### src/rtl/mdu_iter_if.sv
// Handshake bundle between the EX stage and the iterative multiply/divide unit.
interface mdu_iter_if #(
  parameter int unsigned DATA_W = 32
);
  logic [2:0]        MDUOpE;
  logic [DATA_W-1:0] SrcAE;
  logic [DATA_W-1:0] SrcBE;
  logic              ExceptDealM;
  logic              MDUReadyE;
  logic [DATA_W-1:0] HiE;
  logic [DATA_W-1:0] LoE;
  logic              MDUBusyE;

  modport master (
    output MDUOpE, SrcAE, SrcBE, ExceptDealM,
    input  MDUReadyE, HiE, LoE, MDUBusyE
  );

  modport slave (
    input  MDUOpE, SrcAE, SrcBE, ExceptDealM,
    output MDUReadyE, HiE, LoE, MDUBusyE
  );
endinterface

### src/rtl/mdu_iter.sv
// Iterative radix-2 multiply/divide unit owning HI/LO for the EX stage.
// Define MDU_FAST_MUL_EN to compute MULT/MULTU in a single cycle with a native multiplier.
module mdu_iter #(
  parameter int unsigned DATA_W     = 32,
  parameter bit          EARLY_ZERO = 1'b1
) (
  input logic       clk,
  input logic       resetn,
  mdu_iter_if.slave mdu
);
  localparam int unsigned CntW = $clog2(DATA_W);
  localparam logic [CntW-1:0] CntLast = CntW'(DATA_W - 1);

  localparam logic [1:0] StIdle = 2'd0;
  localparam logic [1:0] StBusy = 2'd1;
  localparam logic [1:0] StDone = 2'd2;

  localparam logic [2:0] OpMult  = 3'd1;
  localparam logic [2:0] OpMultu = 3'd2;
  localparam logic [2:0] OpDiv   = 3'd3;
  localparam logic [2:0] OpDivu  = 3'd4;
  localparam logic [2:0] OpMthi  = 3'd5;
  localparam logic [2:0] OpMtlo  = 3'd6;

  logic [1:0]          state_q, state_d;
  logic [CntW-1:0]     cnt_q, cnt_d;
  logic                is_div_q, is_div_d;
  logic                neg_q, neg_d;
  logic                neg_rem_q, neg_rem_d;
  logic [2*DATA_W-1:0] work_q, work_d;
  logic [DATA_W-1:0]   opnd_q, opnd_d;
  logic [DATA_W-1:0]   hi_q, hi_d;
  logic [DATA_W-1:0]   lo_q, lo_d;

  logic                is_mul_op, is_div_op, signed_op, a_neg, b_neg, early;
  logic [DATA_W-1:0]   a_mag, b_mag;
  logic [DATA_W:0]     mul_sum, div_shift;
  logic [DATA_W+1:0]   div_diff;
  logic [2*DATA_W-1:0] mul_next, div_next, step, res_mul;
`ifdef MDU_FAST_MUL_EN
  logic [2*DATA_W-1:0] ext_a, ext_b, fast_prod;
`endif

  always_comb begin
    is_mul_op = (mdu.MDUOpE == OpMult) || (mdu.MDUOpE == OpMultu);
    is_div_op = (mdu.MDUOpE == OpDiv) || (mdu.MDUOpE == OpDivu);
    signed_op = (mdu.MDUOpE == OpMult) || (mdu.MDUOpE == OpDiv);
    a_neg     = signed_op & mdu.SrcAE[DATA_W-1];
    b_neg     = signed_op & mdu.SrcBE[DATA_W-1];
    a_mag     = a_neg ? -mdu.SrcAE : mdu.SrcAE;
    b_mag     = b_neg ? -mdu.SrcBE : mdu.SrcBE;
    early     = EARLY_ZERO &&
                ((is_mul_op && (mdu.SrcAE == '0 || mdu.SrcBE == '0)) ||
                 (is_div_op && mdu.SrcAE == '0 && mdu.SrcBE != '0));
`ifdef MDU_FAST_MUL_EN
    ext_a     = {{DATA_W{a_neg}}, mdu.SrcAE};
    ext_b     = {{DATA_W{b_neg}}, mdu.SrcBE};
    fast_prod = ext_a * ext_b;
`endif

    // work_q holds {partial product, multiplier} or {remainder, dividend/quotient}.
    mul_sum   = {1'b0, work_q[2*DATA_W-1:DATA_W]} + (work_q[0] ? {1'b0, opnd_q} : '0);
    mul_next  = {mul_sum, work_q[DATA_W-1:1]};
    div_shift = {work_q[2*DATA_W-1:DATA_W], work_q[DATA_W-1]};
    div_diff  = {1'b0, div_shift} - {2'b0, opnd_q};
    div_next  = div_diff[DATA_W+1] ? {div_shift[DATA_W-1:0], work_q[DATA_W-2:0], 1'b0}
                                   : {div_diff[DATA_W-1:0], work_q[DATA_W-2:0], 1'b1};
    step      = is_div_q ? div_next : mul_next;
    res_mul   = neg_q ? -step : step;
  end

  always_comb begin
    state_d   = state_q;
    cnt_d     = cnt_q;
    is_div_d  = is_div_q;
    neg_d     = neg_q;
    neg_rem_d = neg_rem_q;
    work_d    = work_q;
    opnd_d    = opnd_q;
    hi_d      = hi_q;
    lo_d      = lo_q;

    if (mdu.ExceptDealM) begin
      state_d = StIdle;
      cnt_d   = '0;
    end else begin
      case (state_q)
        StIdle: begin
          if (is_mul_op || is_div_op) begin
            is_div_d  = is_div_op;
            cnt_d     = '0;
            neg_d     = a_neg ^ b_neg;
            neg_rem_d = a_neg;
            work_d    = {{DATA_W{1'b0}}, is_div_op ? a_mag : b_mag};
            opnd_d    = is_div_op ? b_mag : a_mag;
            // Divide by zero: raw dividend with no fix-up yields LO=all ones, HI=dividend.
            if (is_div_op && mdu.SrcBE == '0) begin
              neg_d     = 1'b0;
              neg_rem_d = 1'b0;
              work_d    = {{DATA_W{1'b0}}, mdu.SrcAE};
            end
            if (early) begin
              hi_d    = '0;
              lo_d    = '0;
              state_d = StDone;
`ifdef MDU_FAST_MUL_EN
            end else if (is_mul_op) begin
              {hi_d, lo_d} = fast_prod;
              state_d      = StDone;
`endif
            end else begin
              state_d = StBusy;
            end
          end else if (mdu.MDUOpE == OpMthi) begin
            hi_d = mdu.SrcAE;
          end else if (mdu.MDUOpE == OpMtlo) begin
            lo_d = mdu.SrcAE;
          end
        end
        StBusy: begin
          work_d = step;
          cnt_d  = cnt_q + 1'b1;
          if (cnt_q == CntLast) begin
            state_d = StDone;
            cnt_d   = '0;
            if (is_div_q) begin
              lo_d = neg_q ? -step[DATA_W-1:0] : step[DATA_W-1:0];
              hi_d = neg_rem_q ? -step[2*DATA_W-1:DATA_W] : step[2*DATA_W-1:DATA_W];
            end else begin
              {hi_d, lo_d} = res_mul;
            end
          end
        end
        StDone:  state_d = StIdle;
        default: state_d = StIdle;
      endcase
    end
  end

  always_ff @(posedge clk or negedge resetn) begin
    if (!resetn) begin
      state_q   <= StIdle;
      cnt_q     <= '0;
      is_div_q  <= 1'b0;
      neg_q     <= 1'b0;
      neg_rem_q <= 1'b0;
      work_q    <= '0;
      opnd_q    <= '0;
      hi_q      <= '0;
      lo_q      <= '0;
    end else begin
      state_q   <= state_d;
      cnt_q     <= cnt_d;
      is_div_q  <= is_div_d;
      neg_q     <= neg_d;
      neg_rem_q <= neg_rem_d;
      work_q    <= work_d;
      opnd_q    <= opnd_d;
      hi_q      <= hi_d;
      lo_q      <= lo_d;
    end
  end

  assign mdu.MDUReadyE = !(((state_q == StIdle) && (is_mul_op || is_div_op)) ||
                           (state_q == StBusy));
  assign mdu.HiE       = hi_q;
  assign mdu.LoE       = lo_q;
  assign mdu.MDUBusyE  = (state_q != StIdle);
endmodule

### src/flat_wrapper.sv
// flat-port wrapper written by rule: the top's interface ports become plain ports
module mdu_iter_flat 
#(
  parameter int unsigned DATA_W     = 32,
  parameter bit          EARLY_ZERO = 1'b1
)
  (clk, resetn, mdu_MDUOpE, mdu_SrcAE, mdu_SrcBE, mdu_ExceptDealM, mdu_MDUReadyE, mdu_HiE, mdu_LoE, mdu_MDUBusyE);
  mdu_iter_if #(.DATA_W(DATA_W)) mdu_i ();
  input logic clk;
  input logic resetn;
  input wire logic [$bits(mdu_i.MDUOpE)-1:0] mdu_MDUOpE;
  input wire logic [$bits(mdu_i.SrcAE)-1:0] mdu_SrcAE;
  input wire logic [$bits(mdu_i.SrcBE)-1:0] mdu_SrcBE;
  input wire logic [$bits(mdu_i.ExceptDealM)-1:0] mdu_ExceptDealM;
  output wire logic [$bits(mdu_i.MDUReadyE)-1:0] mdu_MDUReadyE;
  output wire logic [$bits(mdu_i.HiE)-1:0] mdu_HiE;
  output wire logic [$bits(mdu_i.LoE)-1:0] mdu_LoE;
  output wire logic [$bits(mdu_i.MDUBusyE)-1:0] mdu_MDUBusyE;
  assign mdu_i.MDUOpE = mdu_MDUOpE;
  assign mdu_i.SrcAE = mdu_SrcAE;
  assign mdu_i.SrcBE = mdu_SrcBE;
  assign mdu_i.ExceptDealM = mdu_ExceptDealM;
  assign mdu_MDUReadyE = mdu_i.MDUReadyE;
  assign mdu_HiE = mdu_i.HiE;
  assign mdu_LoE = mdu_i.LoE;
  assign mdu_MDUBusyE = mdu_i.MDUBusyE;
  mdu_iter #(.DATA_W(DATA_W), .EARLY_ZERO(EARLY_ZERO)) u_core (.clk(clk), .resetn(resetn), .mdu(mdu_i));
endmodule
### config.mk
export PLATFORM = sky130hd
export DESIGN_NAME = mdu_iter_flat
export DESIGN_NICKNAME = d
export VERILOG_FILES = /design/src/rtl/mdu_iter_if.sv /design/src/rtl/mdu_iter.sv /design/src/flat_wrapper.sv
export SDC_FILE = /design/constraint.sdc
export NUM_CORES = 1
export LEC_CHECK = 0
export ABC_AREA = 1
export ABC_CLOCK_PERIOD_IN_PS = 5000
export CORE_MARGIN = 5
export CORE_UTILIZATION = 30
export DETAILED_ROUTE_END_ITERATION = 10
export SLEW_MARGIN = 20
export SYNTH_ARGS = -nofsm -noshare
export SYNTH_HDL_FRONTEND = slang
export SYNTH_SLANG_ARGS = --single-unit
### constraint.sdc
create_clock -name clk -period 5 [get_ports clk]
set_clock_uncertainty 0.05 [all_clocks]
set_input_delay 1 -clock clk [delete_from_list [all_inputs] [get_ports clk]]
set_output_delay 1 -clock clk [all_outputs]
set_load 0.02 [all_outputs]
# [Yosys cells after proc, flatten, opt, wreduce, memory -nomap -nowiden]
# Cells that the tools add are included.
# W data, S select, Z words.
[totals] regBits=170 out_inout_bits=66
[classes] addsub=8 eq_ne=16 n_mux=36 bitwise_logic=4 reduce_logical=26
[op_table] cell="$mux W32" count=18
[op_table] cell="$mux W64" count=4
[op_table] cell="$neg A32 Y32" count=4
[op_table] cell="$pmux W32 S2" count=2
[op_table] cell="$pmux W64 S2" count=1
[op_table] cell="$logic_not A32 Y1" count=2
[op_table] cell="$neg A64 Y64" count=1
[op_table] cell="$sub A33 B32 Y34" count=1
[op_table] cell="$add A32 B33 Y33" count=1
[op_table] cell="$reduce_bool A32 Y1" count=1
[op_table] cell="$mux W5" count=3
[op_table] cell="$ne A3 B2 Y1 const B" count=4
[op_table] cell="$pmux W5 S2" count=1
[op_table] cell="$eq A3 B3 Y1 const B" count=3
[op_table] cell="$mux W2" count=4
[op_table] cell="$logic_or A1 B1 Y1" count=7
[op_table] cell="$eq A3 B2 Y1 const B" count=2
[op_table] cell="$ne A3 B1 Y1 const B" count=2
[op_table] cell="$reduce_and A3 Y1" count=2
[op_table] cell="$reduce_and A6 Y1" count=1
[op_table] cell="$add A5 B1 Y5 const B" count=1
[op_table] cell="$eq A5 B5 Y1 const B" count=1
[op_table] cell="$logic_and A1 B1 Y1" count=5
[op_table] cell="$reduce_and A5 Y1" count=1
[op_table] cell="13 further kinds" count=18

# [Depth between registers and ports, before layout]
[depth] ltp_word=9 ltp_mapped=30 depth_no_buf=30

# [Least setup slack after synthesis]
# Ideal clock, no wire load.
[synth_timing] path_type="reg-to-reg" start="register u_core.opnd_q[16]" end="register u_core.hi_q[22] (netlist: u_core.mdu.HiE[22])" setup_time_ns=0.077 arrival_ns=3.408 slack_ns=1.464 path_stages_with_launch=29 n_path_buf=0 synth_period_minus_slack_ns=3.536 path_cell_list="dfrtp_1 inv_1 ha_1 nand2_1 inv_1 nand2_1 nand2_1 o21bai_2 inv_2 nand2_4 nand2_4 nand3_1 nand2_1 ha_1 inv_1 nor2_1 nand2_1 nor3_2 and3_1 nand3_1 o21ai_2 o21ai_2 nor2_4 o21ai_2 nor2_4 o21ai_1 nand3_1 nand3_1 a21oi_1"
[synth_between] elab_chain_cells=8 elab_cells_between_ends=12
[synth_rtl] element="start, declared" line="mdu_iter.sv:31" source="logic [DATA_W-1:0] opnd_q, opnd_d;"
[synth_rtl] element="start signal, assigned" line="mdu_iter.sv:158" source="opnd_q <= opnd_d;"
[synth_rtl] element="$sub A33 B32 Y34 / $mux W32 (equally long branches)" line="mdu_iter.sv:65, mdu_iter.sv:62"
[synth_rtl] element="$mux W64 / $add A32 B33 Y33 (equally long branches)" line="mdu_iter.sv:66, mdu_iter.sv:62"
[synth_rtl] element="$mux W64 (*)" line="mdu_iter.sv:68" source="step = is_div_q ? div_next : mul_next;"
[synth_rtl] element="$neg A64 Y64 / $neg A32 Y32 (equally long branches)" line="mdu_iter.sv:69, mdu_iter.sv:128"
[synth_rtl] element="$mux W64 / $mux W32 (equally long branches)" line="mdu_iter.sv:69, mdu_iter.sv:128"
[synth_rtl] element="$mux W32 (*)" line="mdu_iter.sv:126" source="if (is_div_q) begin"
[synth_rtl] element="$mux W32 (*)" line="mdu_iter.sv:123" source="if (cnt_q == CntLast) begin"
[synth_rtl] element="$pmux W32 S2 (*)" line="mdu_iter.sv:87" source="case (state_q)"
[synth_rtl] element="end signal, assigned" line="mdu_iter.sv:159" source="hi_q <= hi_d;"
[synth_rtl] element="end, declared" line="mdu_iter.sv:32" source="logic [DATA_W-1:0] hi_q, hi_d;"
# Every way passes the cells marked *; elsewhere a longest branch is shown, timed or not. The select of a mux whose other input is x is not followed.
# A chain may end at the register's enable or synchronous reset.

# [Worst setup path in the final report]
[layout_timing] start="register u_core.opnd_q[15]" end="register u_core.hi_q[28] (netlist: u_core.mdu.HiE[28])"
# Same word-level chain as after synthesis.

==> flow_metrics.tcl <==
set metrics [dict create \
    p_comb_share_pct 72.6 \
    p_int_uw 6190 \
    numCtsBuffers 17 \
    clockRootBuffer "clkbuf_16" \
    drv_slew 0 \
    hold_path_class "flip-flop to flip-flop" \
    ys_warn_count 0 \
    antenna_found_initial 2 \
    fillers 6784 \
    multi_input_area_sq_um 11900 \
    worst_pin_slew_ps 1100 \
    required_ps 5340 \
    tns_ps 0 \
    netlist.top_cell.by_area "dfrtp_1" \
    dieArea_sq_um 66500 \
    fin_util_pct 35.1 \
    core_sq_um 60600 \
    power_frac_clock_pct 10.2 \
    ys_ff_latch 170 \
    synth_area_per_cell_sq_um 6.05 \
    grt_max_degree 92 \
    switchingPower_uw 8500 \
    grtUsageTotal_pct 24.1 \
    synth_area_sq_um 18400 \
    cpPeakStageDelay_ps 390 \
    post_cts_resized 0 \
    worst_path_most_repeated_cell "nand2_1" \
    vias_per_cell 5.37 \
    wl_per_cell_microns 21.0 \
    synthDistinctLibCells 61 \
    die_w_microns 258 \
    drt_iter0_drc 2368 \
    min_to "u_core.mdu.LoE[14]" \
    hold_viol_final 0 \
    r2r_slack_ps 460 \
    final_nets 3287 \
    cts_hold_buf 0 \
    maxSlewHeadroom_pct 26.5 \
    rr_startpoint "u_core.opnd_q[15]" \
    min_path_cells 2 \
    peakVddDrop_v 0.000280 \
    seq_area_sq_um 4260 \
    cts_setup_buffers 0 \
    critPathBufInv 5 \
    fmax_ghz 0.220 \
    synth_top_cell_area_share_pct 23.1 \
    crit_fanout 5 \
    clock_latency_ps 480 \
    clk_pin_slew_ps 80 \
    p_leak_uw 0.0105 \
    period_share_pct 90.8 \
    rsz0062_at_grt "no" \
    status "completed" \
    seq_power_share_pct 17.3 \
    final_layout_size_suffix_gt1_share_pct 6.93 \
    start_util_pct 30.4 \
    vias 21200 \
    place_congestion 1.07 \
    overflow 0 \
    reg2reg_to "u_core.mdu.HiE[28]" \
    critPathLaunchType "flip-flop" \
    antenna_left 0 \
    cts.sinks 170 \
    num_rows 90 \
    period_needed_ps 4540 \
    grt_pass1_vias 20000 \
    htreeDepth 4 \
    grt_pass1_wl_microns 123000 \
    ys.flop_type "dfrtp_1" \
    wl_microns 82800 \
    r2r_cells 28 \
    synth_edf_count 0 \
    ys_async_sr_fraction_pct 100 \
    hpwl_microns 67100 \
    post-synth-top-count-cell "nand2_1" \
    power_switching_share_pct 57.9 \
    port_buffers 135 \
    area_growth_pct 15.3 \
    postSynthCellCount 3045 \
    whs_ps 427 \
    yosysSeqAreaShare_pct 23.1 \
    slowest_stage "dfrtp_1" \
    drt_pre_antenna_iters 8 \
    drc 0 \
    endpoint_kind "flip-flop" \
    max_cap_viol_count 0 \
    synthTopCellsByArea "dfrtp_1 (23%), nand2_1 (17%), inv_1 (8.9%), nor2_1 (6.7%), nand3_1 (6.4%)" \
    syn_nets 3187 \
    cts_tree "built" \
    io_pins 136 \
    cts_buffer_depth 2 \
    arrival_ps 4880 \
    die_h_microns 258 \
    powerDensity_nw_per_um2 691 \
    criticalPathCategory "flip-flop to flip-flop" \
    setup_viol 0 \
    critPathTopFamily "simple AND/OR/NAND/NOR gates" \
    holdCritStartpoint "u_core.mdu.LoE[14]" \
    yosys-top-cells-count "nand2_1 (850), inv_1 (437), nor2_1 (327)" \
]
-- per-stage QoR --
step | total power, uW | cells | setup slack, ps | instance area [sq um]
floorplan | 9530 | 3045 | 1460 | 18400
global route | 15800 | 3940 | 130 | 21300
global placement | 13000 | 3908 | 531 | 20600
CTS | 14500 | 3940 | 601 | 21300
detailed placement | 13000 | 3908 | 433 | 20600
finish | 14700 | 3941 | 462 | 21300
-- power groups by stage --
stage          Sequential (uW)  Combinational (uW)  Clock [uW]
6_report                  2540               10700        1490
3_3_place_gp              2540               10500           0
5_1_grt                   2590               11700        1550
3_5_place_dp              2550               10500           0
2_1_floorplan             2600                6930           0
4_1_cts                   2530               10500        1500
-- worst max path at each step --
stage	startpoint	endpoint	slack, ps	cells after the start
after floorplan	u_core.opnd_q[16]	u_core.mdu.HiE[22]	1460	28
after global placement	mdu_SrcAE[0]	u_core.mdu.HiE[4]	530	20
after detailed placement	mdu_SrcBE[0]	u_core.mdu.HiE[4]	430	22
after CTS	u_core.work_q[47]	u_core.mdu.HiE[22]	600	27
after global routing	u_core.opnd_q[15]	u_core.mdu.HiE[22]	130	28
final	u_core.opnd_q[15]	u_core.mdu.HiE[28]	460	28
-- registers in the layout (all words and copies together), names as in the netlist --
| register | cells |
|---|---|
| u_core.is_div_q | 1 |
| u_core.mdu.LoE | 32 |
| u_core.mdu.HiE | 32 |
| u_core.state_q | 2 |
| u_core.cnt_q | 5 |
| u_core.work_q | 64 |
| u_core.neg_q | 1 |
| u_core.neg_rem_q | 1 |
| u_core.opnd_q | 32 |
-- final cells by class --
class / count / share of cell area [%]
inverter: 460 / 8.12
clock buffer: 18 / 2.02
clock inverter: 14 / 0.860
sequential: 170 / 20.0
multi-input combinational: 2309 / 56.1
tap: 782 / 4.60
antenna: 1 / 0.0118
timing repair buffer: 187 / 8.26
-- layout by cell type (no fill, tap or decap), drive strengths merged, types with 2 or more instances in the layout --
master and count:
nor4 11, or2 31, fa 2, xor2 69, clkbuf 18, o21ai 210, o311ai 2, a22oi 12
inv 463, clkinvlp 2, bufinv 3, a22o 2, and3 2, a211oi 4, nand3b 15, ha 70
o22ai 33, a31oi 10, o21a 11, a21oi 118, a21boi 18, nor3 54, a21o 6, nand3 251
buf 53, clkdlybuf4s50 134, o31ai 4, o211ai 27, dfrtp 170, clkinv 6, nand2 876, nor2 361
a2bb2oi 11, xnor2 24, o21bai 6, nand4 41, o221ai 21
-- metal layers --
| layer | vias up | global-route usage, % | wire length [microns] |
|---|---|---|---|
| met3 | 228 | 5.06 | 7290 |
| li1 | 10000 | - | - |
| met4 | 4 | 12.3 | 4930 |
| met5 | - | 0 | 34 |
| met2 | 1033 | 38.4 | 37000 |
| met1 | 9861 | 30.9 | 33500 |
-- tightest hold or removal path: stages, from the launching register on --
cell and delay (ps):
dfrtp_1 350, nand2_1 50, nand2_1 50
-- cell families after synthesis --
logic type	synth area share, %
AND/OR/NAND/NOR	39.1
buffers and inverters	12.3
AO/OA/AOI/OAI	16.1
flip-flops	23.1
XOR/XNOR	4.42
adder cells (fa/ha/maj)	4.97
multiplexers	0.0543
(Power assumes the default switching activity.)
